===== src/rtl/clk_div_ctrl_pkg.sv =====
// Shared types and defaults for the run-time even clock divider.
// Imported by the controller and its phase generator.
package clk_div_ctrl_pkg;

    localparam int HW_DFLT           = 8;
    localparam int DEFAULT_HALF_DFLT = 2;

    typedef enum logic [1:0] {
        OFF  = 2'd0,
        RUN  = 2'd1,
        STOP = 2'd2
    } state_e;

endpackage


===== src/rtl/clk_div_phase.sv =====
// Half-period counter and divided clock generator.
// Restarts high on start, toggles at every phase end while running.
module clk_div_phase
    import clk_div_ctrl_pkg::*;
#(
    parameter int HW = HW_DFLT
) (
    input  logic          i_clk,
    input  logic          i_rst,
    input  logic [HW-1:0] half_act,
    input  logic          active,
    input  logic          run,
    output logic          phase_end,
    output logic          low_end,
    output logic          clk_div,
    output logic          rise
);

    localparam logic [HW-1:0] ONE = {{(HW-1){1'b0}}, 1'b1};

    logic [HW-1:0] cnt;
    logic [HW-1:0] last;

    assign last      = half_act - ONE;
    assign phase_end = active & (cnt == last);
    assign low_end   = phase_end & ~clk_div;

    // run low means the next cycle is OFF; active low means a fresh start
    always_ff @(posedge i_clk or posedge i_rst) begin
        if (i_rst) begin
            cnt     <= '0;
            clk_div <= 1'b0;
            rise    <= 1'b0;
        end else if (!run) begin
            cnt     <= '0;
            clk_div <= 1'b0;
            rise    <= 1'b0;
        end else if (!active) begin
            cnt     <= '0;
            clk_div <= 1'b1;
            rise    <= 1'b1;
        end else if (phase_end) begin
            cnt     <= '0;
            clk_div <= ~clk_div;
            rise    <= ~clk_div;
        end else begin
            cnt     <= cnt + ONE;
            rise    <= 1'b0;
        end
    end

endmodule


===== src/rtl/clk_div_ctrl.sv =====
// Run-time controller for an even clock divider.
// Ratio and start/stop changes land only on period boundaries.
module clk_div_ctrl
    import clk_div_ctrl_pkg::*;
#(
    parameter int HW           = HW_DFLT,
    parameter int DEFAULT_HALF = DEFAULT_HALF_DFLT
) (
    input  logic          i_clk,
    input  logic          i_rst,
    input  logic          i_en,
    input  logic          i_cfg_valid,
    input  logic [HW-1:0] i_cfg_half,
    output logic          o_cfg_ready,
    output logic          o_cfg_err,
    output logic          o_clk_div,
    output logic          o_edge,
    output logic          o_running
);

    localparam logic [HW-1:0] HALF_RST = HW'(DEFAULT_HALF);

    state_e        state;
    state_e        state_n;
    logic [HW-1:0] half_act;
    logic [HW-1:0] half_pend;
    logic          pending;
    logic          err;

    logic          active;
    logic          run;
    logic          phase_end;
    logic          low_end;
    logic          clk_div;
    logic          rise;

    logic          xfer;
    logic          xfer_ok;
    logic          bypass;
    logic          apply;

    assign active  = (state != OFF);
    assign xfer    = i_cfg_valid & ~pending;
    assign xfer_ok = xfer & (|i_cfg_half);
    // config arriving with enable in OFF starts straight at the new ratio
    assign bypass  = (state == OFF) & i_en & xfer_ok;
    assign apply   = pending & ((state == OFF) | low_end);

    always_comb begin
        state_n = state;
        unique case (1'b1)
            (state == OFF):  if (i_en) state_n = RUN;
            (state == RUN):  if (!i_en) state_n = STOP;
            (state == STOP): begin
                if (i_en)
                    state_n = RUN;
                else if (low_end)
                    state_n = OFF;
            end
            default: state_n = OFF;
        endcase
    end

    assign run = (state_n != OFF);

    always_ff @(posedge i_clk or posedge i_rst) begin
        if (i_rst) begin
            state     <= OFF;
            half_act  <= HALF_RST;
            half_pend <= HALF_RST;
            pending   <= 1'b0;
            err       <= 1'b0;
        end else begin
            state <= state_n;
            err   <= xfer & ~(|i_cfg_half);
            if (bypass)
                half_act <= i_cfg_half;
            else if (apply)
                half_act <= half_pend;
            if (apply)
                pending <= 1'b0;
            else if (xfer_ok & ~bypass)
                pending <= 1'b1;
            if (xfer_ok & ~bypass)
                half_pend <= i_cfg_half;
        end
    end

    clk_div_phase #(
        .HW(HW)
    ) u_phase (
        .i_clk     (i_clk),
        .i_rst     (i_rst),
        .half_act  (half_act),
        .active    (active),
        .run       (run),
        .phase_end (phase_end),
        .low_end   (low_end),
        .clk_div   (clk_div),
        .rise      (rise)
    );

    assign o_cfg_ready = ~pending;
    assign o_cfg_err   = err;
    assign o_clk_div   = clk_div;
    assign o_edge      = rise;
    assign o_running   = active;

endmodule


===== config.mk =====
export PLATFORM = sky130hd
export DESIGN_NAME = clk_div_ctrl
export DESIGN_NICKNAME = d
export VERILOG_FILES = /design/src/rtl/clk_div_ctrl_pkg.sv /design/src/rtl/clk_div_phase.sv /design/src/rtl/clk_div_ctrl.sv
export SDC_FILE = /design/constraint.sdc
export NUM_CORES = 1
export LEC_CHECK = 0
export CAP_MARGIN = 20
export CORE_MARGIN = 2
export CORE_UTILIZATION = 45
export DETAILED_ROUTE_END_ITERATION = 10
export GPL_TIMING_DRIVEN = 1
export HOLD_SLACK_MARGIN = 0.15
export PLACE_DENSITY_LB_ADDON = 0.2
export SYNTH_ARGS = -nofsm -noshare
export SYNTH_HDL_FRONTEND = slang
export SYNTH_SLANG_ARGS = --single-unit

===== constraint.sdc =====
create_clock -name i_clk -period 3.35 [get_ports i_clk]
set_clock_uncertainty 0.05 [all_clocks]
set_input_delay 0.5025 -clock i_clk [delete_from_list [all_inputs] [get_ports i_clk]]
set_output_delay 0.5025 -clock i_clk [all_outputs]
set_load 0.05 [all_outputs]

---- Word level (Yosys, flattened, before mapping) ----
Index checks and enable logic that the tools add are counted.
word-level totals
  word-level logic and storage cells ...... 52
  output and inout bits ................... 5
  register bits ........................... 30
operators by class
  bitwise operators ....................... 14
  equality and inequality tests ........... 4
  multiplexer cells ....................... 18
  reductions and logical operators ........ 6
  $add $sub $neg .......................... 2
operator list
  cell                                                                   number
  8-bit 2-to-1 mux                                                       5
  1-bit bitwise AND                                                      9
  8-bit by 1-bit adder with 8-bit output, second input constant          1
  8-bit equality test                                                    1
  1-bit 2-to-1 mux                                                       8
  2-bit 2-to-1 mux                                                       4
  2-bit nonzero test                                                     4
  8-bit OR reduction                                                     1
  8-bit by 1-bit subtractor with 8-bit output, second input constant     1
  2-bit case mux with 3 select lines                                     1
  1-bit inverter                                                         4
  3-bit inequality test, second input constant                           1
  2-bit by 1-bit equality test with 1-bit output, second input constant  1
  2-bit equality test, second input constant                             1
  2-bit logical NOT                                                      1
  1-bit bitwise OR                                                       1

---- Longest topological paths before layout ----
  depth in word-level cells ............... 9
  gate-level depth with buffers ........... 10
  gate-level depth less buffers ........... 8

---- Cells and area by module ----
Synthesis repeated with hierarchy kept, for this count alone.
second synthesis, totals
  cell total of the unflattened synthesis .. 163
  area, all modules ....................... 1684.1 sq um
by module, submodules not included
  module         cells an instance  sequential area each (sq um)  area an instance (sq um)  times used
  clk_div_ctrl   88                 503.0                         996.0                     1
  clk_div_phase  75                 250.2                         688.2                     1

---- Least setup slack after synthesis ----
OpenSTA, ideal clock, no wires.
  kind .................................... reg-to-reg
  from .................................... register half_act[1]
  to ...................................... register half_act[0]
  data arrival time ....................... 2493 ps
  cell stages (with the launch flop) ...... 10
  buffers on the path ..................... 1
  path slack .............................. 681 ps
  period minus slack after synthesis ...... 2669 ps
  cells stage by stage .................... dfstp_2 inv_1 ha_1 and2_1 o21ai_0 a31oi_1 or4_1 buf_2 o41a_4 a221o_1
on the way
  longest elaborated chain between the ends .. 7
ends and longest elaborated chain
  what                                         line                 source
  start, declared                              clk_div_ctrl.sv:25   logic [HW-1:0] half_act;
  start signal, assigned                       clk_div_ctrl.sv:77   half_act <= i_cfg_half;
  start signal, assigned                       clk_div_ctrl.sv:79   half_act <= half_pend;
  8-bit by 1-bit subtractor with 8-bit output  clk_div_phase.sv:24  assign last = half_act - ONE;
  8-bit equality test                          clk_div_phase.sv:25  assign phase_end = active & (cnt == last);
  1-bit bitwise AND                            clk_div_phase.sv:25
  1-bit bitwise AND                            clk_div_phase.sv:26  assign low_end = phase_end & ~clk_div;
  1-bit bitwise OR                             clk_div_ctrl.sv:47   assign apply = pending & ((state == OFF) | low_end);
  1-bit bitwise AND                            clk_div_ctrl.sv:47
  2-bit nonzero test (no source line)          -
No other way between the ends.
A chain may end at the register's enable or synchronous reset.

---- Worst setup path in the final report ----
  from .................................... register half_act[1]
  to ...................................... register half_act[3]
The elaborated chain is that of the path after synthesis.

==> summary.md <==
| Metric | Value |
|---|---|
| Syn-to-layout area delta | 16.8% |
| Slew @ Worst Pin | 0.666 ns |
| TNS Setup | 0 ns |
| Commonest non-fill, non-tap cell in the layout | dfrtp_1 |
| Clock latency on the worst-skew pair | 0.33 ns |
| FF+latch area | 753 um2 |
| Clk root buf | clkbuf_4 |
| Logic gate share of total power | 37.7% |
| Die Span Y | 63.7 um |
| Post-Syn Area | ~1600 um2 |
| CTS tree | done |
| Post-synth ARST share | 100% |
| Most frequent cells in the layout | dfrtp_1, clkdlybuf4s50_1, nor2_1 |
| Area of the multi-input gates | 798 um2 |
| Unrepaired setup endpoints after global routing | no |
| I/O pin total | 17 |
| Post-Synthesis Cells | 152 |
| Largest net degree at the start of global routing | 19 |
| Starting DRT DRC Count | 33 |
| Syn_area_per_cell | 10.6 um2 |
| Wire length per cell | 15.1 um |
| Gr ovfl total | 0 |
| Net Sw Frac | 38.6% |
| Final min period | 2.87 ns |
| Fmax | 349 MHz |
| Post_cts resized | 0 |
| Final Instance Area | 1870 um2 |
| GR Util All Layers | roughly a fifth |
| Number of vias in the routed layout | 1233 |
| Die ar. | 4060 um2 |
| Maximum fanout along the worst path | 7 |
| Crit path DAT | 3.03 ns |
| Mean number of vias per cell | 5.60 |
| Port Buffers | 16 |
| Share of cells above drive strength 1 | between 10% and 20% |
| Clock Path Buffers | 2 |
| Post-CTS Setup Bufs | 0 |
| First-pass GRT wire length | 5840 um |
| Slew headroom | 55.3% |
| Library cells used by synthesis | 39 |
| Worst VDD drop | 0.336 mV |
| H-tree Lvls | 2 |
| Static leakage | around 0.8 nW |
| Number of flops mapped to enable cells by yosys | 0 |
| Fillers | 306 |
| Final hold viol count | 0 |
| Syn Nets | around 170 |
| Warnings, synthesis | 0 |
| Pint | between 0.0008 and 0.0009 W |
| Die Span X | 63.7 um |
| Sequential power share | 45.6% |
| Post-DP HPWL | 2630 um |
| Final RePlAce weighted congestion | 0.834 |
| FF-to-FF Start | half_act[1] |
| Hold Slack | around 0.44 ns |
| Final period util | 85.6% |
| Antenna violations before repair | 0 |
| Routed WL | 3330 um |
| Hold Crit Class | in2async |
| Worst EP required | about 3.5 ns |
| Seq/Total Area, Yosys | 46.9% |
| Setup crit start kind | register |
| Max Cap Viol | 0 |
| Endpoints failing setup | 0 |
| # hold bufs at CTS | 0 |
| First drt pass iteration count | 4 |
| Placed instance area | ~1800 um2 |
| Main synth FF type | dfrtp_1 |
| Core area | around 3400 um2 |
| Clock power share | 16.7% |
| Row cnt | 21 |
| Sinks on Clock Net | 30 |
| Crit path kind | reg2reg |
| Switching pwr | 0.000507 W |
| Worst slack at placement | 0.511 ns |
| Synthesized flop and latch total | 30 |
| Initial Utilization | 47.4% |
| Status | finished, final reports clean |
| Final WS setup | approximately 0.48 ns |
| Crit path capture type | register |
| DRC violations left | 0 |
| Layout Nets | 187 |
| Slew Limit Fails | 0 |
| Vias in the first global route | around 1300 |
| Detail Route Antenna Nets | 0 |
| CTS Buf Count | 5 |
| Crit. Startpoint | half_act[1] |
| Clock Pin Slew Worst Setup and Hold Paths | 0.09 ns |
| P per Cell Area | ~700 nW/um2 |
| Ant. Diodes | 0 |
synthesized netlist by cell type (5+ instances only):
cell     instances  area share (%)
xnor2_1          7             3.8
dfrtp_1         28              44
a221o_1          7             4.4
nor2_1          11             2.6
nand2_1          8             1.9
xor2_1           9             4.9
nor3_1           5             1.6
mux2_2           8             5.6
o21ai_0          5             1.6
inv_1            8             1.9
and2_1           9             3.5
nor4_1           5             1.9
nand3_1          6             1.9
cells by family after synthesis:
logic type	synth area share, %
AOI/OAI and AO/OA	13.6
xor gates and xnor gates	8.73
adders and majority gates	1.56
buffers and inverters	3.35
DFF	46.9
muxes	5.61
and+or+nand+nor	20.2
stage by stage:
stage                     util (%)  power [W]  std cells
after global routing          55.3    0.00142        220
after CTS                     55.3    0.00133        220
after detailed placement      53.5    0.00110        212
after floorplan                  -   0.000978        152
after global placement        53.5    0.00107        212
final                         55.3    0.00131        220
routing by layer:
metal	up-vias	share of wire, %	track usage (%)
met5	-	0	0
met4	0	1.5	6.52
met3	6	3.8	5.54
met2	23	50	31.8
met1	602	45	23.0
li1	602	-	-
final timing paths:
kind / endpoint / slack [ns] / depth (start not counted)
worst max-delay path: half_act[3] / 0.48 / 8
worst min-delay path: state[0] / 0.44 / 2
worst max register to register: half_act[3] / 0.48 / 8
worst min register to register: half_act[0] / 0.47 / 1
max in group asynchronous: half_act[1] / 2.13 / 3
min in group i_clk: half_act[0] / 0.47 / 1
worst max-delay path: stages (launching register included):
cell,delay (ns)
dfstp_2,0.59
inv_1,0.05
ha_1,0.23
and2_1,0.20
o21ai_0,0.16
a31oi_1,0.12
or4_1,0.55
o41a_4,0.44
a221o_1,0.37
power by group through the flow:
stage | sequential, W | combinational, W | clock [W]
floorplan | 0.000573 | 0.000404 | 0
global placement | 0.000597 | 0.000474 | 0
detailed placement | 0.000606 | 0.000495 | 0
CTS | 0.000599 | 0.000498 | 0.000228
global route | 0.000617 | 0.000551 | 0.000249
finish | 0.000599 | 0.000496 | 0.000220
flip-flops by register name (all words and copies together), names as in the netlist:
name and cells:
o_cfg_err 1, state 2, u_phase.cnt 8, half_act 8, half_pend 8, u_phase.rise 1
u_phase.clk_div 1, pending 1
area by class of cell:
type | instances | area share, %
well taps | 46 | 3.07
flip-flops and latches | 30 | 40.2
clock buffers | 7 | 2.94
repair buffers | 18 | 9.35
clock inverters | 1 | 0.267
inverters | 8 | 1.60
multi-input cells | 110 | 42.6
Note: power is estimated with default switching activity, not from simulation.
